==> src/rtl/decimator_stream.sv <==
// decimator_stream
//   Runtime-configurable stream decimator placed after the integrator-comb
//   filter. Keeps the first sample of every N accepted inputs (pick mode) or
//   emits the sum of each N-sample group (sum mode). The output is a single
//   registered stage with a valid/ready handshake.
//
// Ports
//   clk_i    clock
//   rst_i    synchronous active-high reset, highest priority
//   en_i     block enable; low clears counter/accumulator/valid_o, data_o holds
//   decim_i  decimation factor N (0 -> 1, above MAX_DECIM -> MAX_DECIM)
//   mode_i   0 = pick first sample of group, 1 = sum of group
//   data_i   signed input sample
//   valid_i  input sample valid
//   ready_o  block can accept a sample this cycle
//   data_o   signed output sample, OUT_BW wide
//   valid_o  data_o valid
//   ready_i  downstream accepts data_o
module decimator_stream #(
    parameter int DATA_BW   = 8,
    parameter int MAX_DECIM = 256,
    parameter int CNT_BW    = $clog2(MAX_DECIM + 1),
    parameter int OUT_BW    = DATA_BW + $clog2(MAX_DECIM)
) (
    input  logic                 clk_i,
    input  logic                 rst_i,
    input  logic                 en_i,
    input  logic [CNT_BW-1:0]    decim_i,
    input  logic                 mode_i,
    input  logic [DATA_BW-1:0]   data_i,
    input  logic                 valid_i,
    output logic                 ready_o,
    output logic [OUT_BW-1:0]    data_o,
    output logic                 valid_o,
    input  logic                 ready_i
);

    logic [CNT_BW-1:0]        cnt_q;
    logic [CNT_BW-1:0]        n_q;
    logic                     mode_q;
    logic signed [OUT_BW-1:0] acc_q;

    logic [CNT_BW-1:0]        decim_eff;
    logic [CNT_BW-1:0]        n_cur;
    logic                     mode_cur;
    logic                     first;
    logic                     last;
    logic                     accept;
    logic signed [OUT_BW-1:0] sample_ext;
    logic signed [OUT_BW-1:0] acc_sum;

    always_comb begin
        decim_eff = decim_i;
        if (decim_i == '0) begin
            decim_eff = CNT_BW'(1);
        end else if (decim_i > CNT_BW'(MAX_DECIM)) begin
            decim_eff = CNT_BW'(MAX_DECIM);
        end
    end

    // The first sample of a group uses the live config inputs directly; the
    // same values are latched so later samples of the group are unaffected by
    // mid-group changes.
    assign first    = (cnt_q == '0);
    assign n_cur    = first ? decim_eff : n_q;
    assign mode_cur = first ? mode_i : mode_q;
    assign last     = (cnt_q == n_cur - CNT_BW'(1));

    assign sample_ext = {{(OUT_BW - DATA_BW){data_i[DATA_BW-1]}}, data_i};
    assign acc_sum    = first ? sample_ext : acc_q + sample_ext;

    // Disabled block swallows inputs, so it always reports ready.
    assign ready_o = !en_i | !valid_o | ready_i;
    assign accept  = en_i & valid_i & ready_o;

    always_ff @(posedge clk_i) begin
        if (rst_i) begin
            cnt_q   <= '0;
            n_q     <= CNT_BW'(1);
            mode_q  <= 1'b0;
            acc_q   <= '0;
            data_o  <= '0;
            valid_o <= 1'b0;
        end else if (!en_i) begin
            cnt_q   <= '0;
            acc_q   <= '0;
            valid_o <= 1'b0;
        end else begin
            if (valid_o && ready_i) begin
                valid_o <= 1'b0;
            end
            if (accept) begin
                if (first) begin
                    n_q    <= decim_eff;
                    mode_q <= mode_i;
                end
                cnt_q <= last ? '0 : cnt_q + CNT_BW'(1);
                acc_q <= acc_sum;
                // A new result overrides the clear above, so a transfer and a
                // reload in the same cycle leave valid_o high.
                if (!mode_cur && first) begin
                    data_o  <= sample_ext;
                    valid_o <= 1'b1;
                end else if (mode_cur && last) begin
                    data_o  <= acc_sum;
                    valid_o <= 1'b1;
                end
            end
        end
    end

endmodule

==> config.mk <==
export PLATFORM = sky130hd
export DESIGN_NAME = decimator_stream
export DESIGN_NICKNAME = d
export VERILOG_FILES = /design/src/rtl/decimator_stream.sv
export SDC_FILE = /design/constraint.sdc
export NUM_CORES = 1
export LEC_CHECK = 0
export BUFFER_PORTS_ARGS = -buffer_cell sky130_fd_sc_hd__buf_2
export CORE_MARGIN = 2
export CORE_UTILIZATION = 50
export CTS_CLUSTER_DIAMETER = 60
export CTS_CLUSTER_SIZE = 14
export DETAILED_ROUTE_END_ITERATION = 10
export PLACE_DENSITY = 0.7
export SLEW_MARGIN = 0
export SYNTH_ARGS = -nofsm -noshare
export SYNTH_HDL_FRONTEND = slang
export SYNTH_SLANG_ARGS = --single-unit
==> constraint.sdc <==
create_clock -name clk_i -period 4.35 [get_ports clk_i]
set_clock_uncertainty 0.1 [all_clocks]
set_input_delay 0.2175 -clock clk_i [delete_from_list [all_inputs] [get_ports clk_i]]
set_output_delay 0.2175 -clock clk_i [all_outputs]
set_load 0.005 [all_outputs]
# Yosys cells after proc, flatten, opt, wreduce, memory -nomap -nowiden
# Index checks and enable logic that the tools add are counted.
# totals
register_bits	52
in_bits	23
# op_classes
n_eq_ne	1
add_sub_neg	3
magnitude_cmp	1
n_mux	12
bitwise_logic	5
reduce_logical	12
# ops
op	n
$mux 16	3
$mux 9	4
$logic_not 9->1	2
$add 16x8->16	1
$add 9x1->9 const B	1
$eq 9x9->1	1
$gt 9x9->1 const B	1
$sub 9x1->9 const B	1
$mux 1	5
$logic_and 1x1->1	3
$logic_not 1->1	3
$reduce_and 3->1	1
$and 1x1->1	2
$or 1x1->1	2
$reduce_and 2->1	1
$reduce_bool 2->1	1
$reduce_or 2->1	1
$not 1->1	1

# Longest topological paths before layout
# logic_depth
ltp_word	10
mapped_depth	16
mapped_depth_nobuf	14

# Worst setup path after synthesis
# OpenSTA, ideal clock, no wires.
# synth_timing
kind	flip-flop to flip-flop
from	register cnt_q[0]
to	register data_o[14]
stages_incl_launch_ff	17
path_slack_ps	494
synth_period_minus_slack_ps	3856
t_required_ps	4178
path_buffers	3
t_arrival_ps	3685
setup_time_ps	72
cell_sequence	dfxtp_1 inv_1 ha_1 nor4b_4 nand2_4 clkbuf_1 clkbuf_1 a21oi_1 ha_1 xor2_1 or3_1 a221oi_2 o211ai_2 or3_4 a21oi_4 buf_6 mux2i_1
# synth_between
elab_chain_len	7
elab_cells_between_ends	13
classes_between	1 x add/sub; 1 x eq/ne; 5 x mux; 6 x reduce/logical
# synth_rtl
item	line_no	source
start: declaration	38	logic [CNT_BW-1:0] cnt_q;
start signal: assignment	97	cnt_q <= last ? '0 : cnt_q + CNT_BW'(1);
$logic_not 9->1	64	assign first = (cnt_q == '0);
$mux 9	-	
$sub 9x1->9	67	assign last = (cnt_q == n_cur - CNT_BW'(1));
$eq 9x9->1	67	
$logic_and 1x1->1	104	end else if (mode_cur && last) begin
$reduce_bool 2->1 (no source line)	-	
$reduce_and 3->1 (no source line)	-	
end signal: assignment	102	data_o <= sample_ext;
end signal: assignment	105	data_o <= acc_sum;
end: declaration	33	output logic [OUT_BW-1:0] data_o,
# Parallel ways exist; a longest one is shown, timed or not. The select of a mux whose other input is x is not followed.
# A chain may end at the register's enable or synchronous reset.

# Worst setup path after layout
# Ends and elaborated chain as after synthesis.

==> results.json <==
{
  "outcome": "finished clean",
  "post_cts_hold_buffer_count": 0,
  "antenna_cells_inserted": 0,
  "pins_over_their_slew_limit": 0,
  "finalCritPeriodShare": 0.910,
  "cts_inserted_buffers": 5,
  "worst_ep_arrival_time_ns": 4.11,
  "die-width_um": 88.5,
  "first_global_vias": 2986,
  "critical_path.max_stage_delay_ns": 0.52,
  "cpMaxStageDelayCell": "sky130_fd_sc_hd__nor4b_4",
  "cts_post_setup_buffers_inserted": 0,
  "synth-edff-count": 0,
  "layout-drive-gt1-share": 0.150,
  "postSynth.topFlopCell": "sky130_fd_sc_hd__dfxtp_1",
  "cts.sinks": 52,
  "final_period_minus_worst_setup_slack_ns": 3.96,
  "path_clk_slew_ns": 0.10,
  "clock_tree.buffer_depth": 2,
  "remaining_drc_errors": 0,
  "leakagePower_nw": 1.71,
  "power-per-cell-area_mw_per_mm2": 271,
  "fin_setup_tns_ns": 0,
  "yosysTopAreaCellShare": 0.292,
  "final_area_sq_mm": 0.00396,
  "synthArstFlopShare": 0,
  "post-dp-hpwl_mm": 6.95,
  "final_setup_violation_count": 0,
  "count_of_synthesis_stage_warnings_from_yosys": 0,
  "post_syn_instances": 434,
  "post_synth_num_cell_types": 68,
  "routed-via-count": 3403,
  "path_cells": "inv_1, ha_1, nor4b_4, nand2_4, nor3b_1, a21oi_1, ha_1, xor2_1, or3_1, a221oi_2, o211ai_2, or3_4, a21oi_4, mux2i_1",
  "synth_top_cells_by_area": "sky130_fd_sc_hd__dfxtp_1, sky130_fd_sc_hd__ha_1, sky130_fd_sc_hd__a211oi_1",
  "dpl-instance-area_sq_mm": 0.00384,
  "synth.yosys.seq_area_share": 0.292,
  "endpoint_kind": "register",
  "timing.setup.critical_path_class": "register to register",
  "globalRouteOverflowTotal": 0,
  "grt_max_degree": 29,
  "num-nets-final": 509,
  "grt.total_usage": 0.245,
  "worst_skew_pair.late_latency_ns": 0.31,
  "hold_viol": 0,
  "gpl.final_weighted_congestion": 0.907,
  "grt_first_pass_wirelength_mm": 15.1,
  "io_pins": 41,
  "area_delta_synth_final_pct": 10.8,
  "detail-route-antenna-nets": 0,
  "grt_setup_unrepaired": "no",
  "synthTopCellsByCount": "sky130_fd_sc_hd__dfxtp_1, sky130_fd_sc_hd__nor2_1, sky130_fd_sc_hd__nand2_1",
  "die_height_um": 88.5,
  "post-synth-top-count-cell": "sky130_fd_sc_hd__dfxtp_1",
  "core_region_area_sq_mm": 0.00687,
  "whs_ns": 0.0665,
  "timing.critical_path.fanout_max": 12,
  "tritoncts_clock_tree": "yes",
  "dr.first_iter.drc_count": 249,
  "initial_utilization": 0.520,
  "fp-row-count": 30,
  "detail_route.wirelength_mm": 9.21,
  "syn_nets": 476,
  "max_clock_freq_ghz": 0.253,
  "post_synth.cell_area_avg_sq_um": 8.23,
  "netlist_area_sq_mm": 0.00357,
  "ffs_latches_synth": 52,
  "start_kind": "register",
  "synth.largest_area_cell": "sky130_fd_sc_hd__dfxtp_1",
  "worst_pin_slew_ns": 0.844,
  "crit_path_frequent_cell": "sky130_fd_sc_hd__ha_1",
  "max_cap_violation_count": 0,
  "worst_ir_drop_vdd_uv": 161,
  "cts_htree_levels": 2,
  "grt_antenna_before_repair": 0,
  "clockRootBuffer": "sky130_fd_sc_hd__clkbuf_8",
  "cp.required_ns": 4.50,
  "vias_per_std_cell": 6.03,
  "post_cts.resized_instances": 0,
  "die_area_sq_mm": 0.00783,
  "min_path_type": "input pin to register",
  "relSlewSlack": 0.438,
  "numPortBuffers": 40,
  "drt-wirelength-per-cell_um": 16.3,
  "dr.pass1.iters": 5
}
[kinds of logic (layout without fill, tap and decap cells)]
| group | count (synthesis) | after routing | share of synthesized area |
|---|---|---|---|
| AOI/OAI and AO/OA | 133 | 133 | 0.271 |
| adders and majority gates | 19 | 19 | 0.0687 |
| DFF | 52 | 52 | 0.292 |
| muxes | 7 | 7 | 0.0196 |
| buffers and inverters | 41 | 75 | 0.0508 |
| and+or+nand+nor | 157 | 157 | 0.238 |
| xor gates and xnor gates | 25 | 25 | 0.0613 |
[report_power, final]
group	switching, W	internal (W)	total, W
combinational	0.000132	0.0000910	0.000223
sequential	0.0000141	0.000493	0.000507
clock	0.000169	0.000174	0.000343
[metrics by stage]
step / total power, W / util / instances / worst slack (ns)
final: 0.00107 / 0.576 / 564 / 0.392
after global routing: 0.00113 / 0.576 / 564 / 0.156
after CTS: 0.00108 / 0.576 / 564 / 0.408
after detailed placement: 0.000737 / 0.560 / 556 / 0.414
after global placement: 0.000735 / 0.560 / 556 / 0.534
after floorplan: 0.000672 / - / 434 / 0.494
[placed cells by master, fill, tap and decap left out, drive strengths merged, types with 6 or more instances in the layout]
master / instances
xnor2: 15
mux2i: 7
ha: 18
clkbuf: 6
nand2: 40
nand2b: 7
a21oi: 24
nand3: 7
nor2: 50
buf: 49
and3: 6
o211ai: 13
nor4: 7
a211oi: 26
inv: 18
xor2: 10
a21o: 7
dfxtp: 52
o21ai: 15
or3: 7
o211a: 11
nor3: 6
[state kept, by name (all words and copies together), names as in the netlist]
name	count
acc_q	16
data_o	16
cnt_q	9
n_q	9
mode_q	1
valid_o	1
[metal layers]
metal	vias up	track usage	part of all wire	wire length, um
met5	-	0	0	0
met4	0	0.0262	0.0027	25
met3	2	0.0429	0.060	550
met2	117	0.359	0.43	3930
met1	1611	0.387	0.51	4710
li1	1673	-	-	-
[critical path: cells and delay by family (launching register included)]
family	cells	cell delay [ns]
flops	1	0.38
compound gates	4	0.96
fa+ha+maj	2	0.39
simple gates	5	1.60
xor+xnor	1	0.15
buf+inv	1	0.08
mux	1	0.22
[layout make-up]
class / instances / area, sq um
inverters: 18 / 67.6
repair buffers: 49 / 268
clock inverters: 2 / 38.8
fillers: 666 / 2910
clock buffers: 6 / 72.6
well taps: 96 / 120
multi-input cells: 341 / 2350
flip-flops and latches: 52 / 1040
[final timing paths]
| kind | startpoint | slack [ns] | cells after the start | end |
|---|---|---|---|---|
| max | cnt_q[0] | 0.39 | 14 | data_o[14] |
| min | mode_i | 0.07 | 3 | mode_q |
| min reg2reg | acc_q[10] | 0.37 | 2 | acc_q[10] |
| max reg2reg | cnt_q[0] | 0.39 | 14 | data_o[14] |
Power figures use the tool's default switching activity.
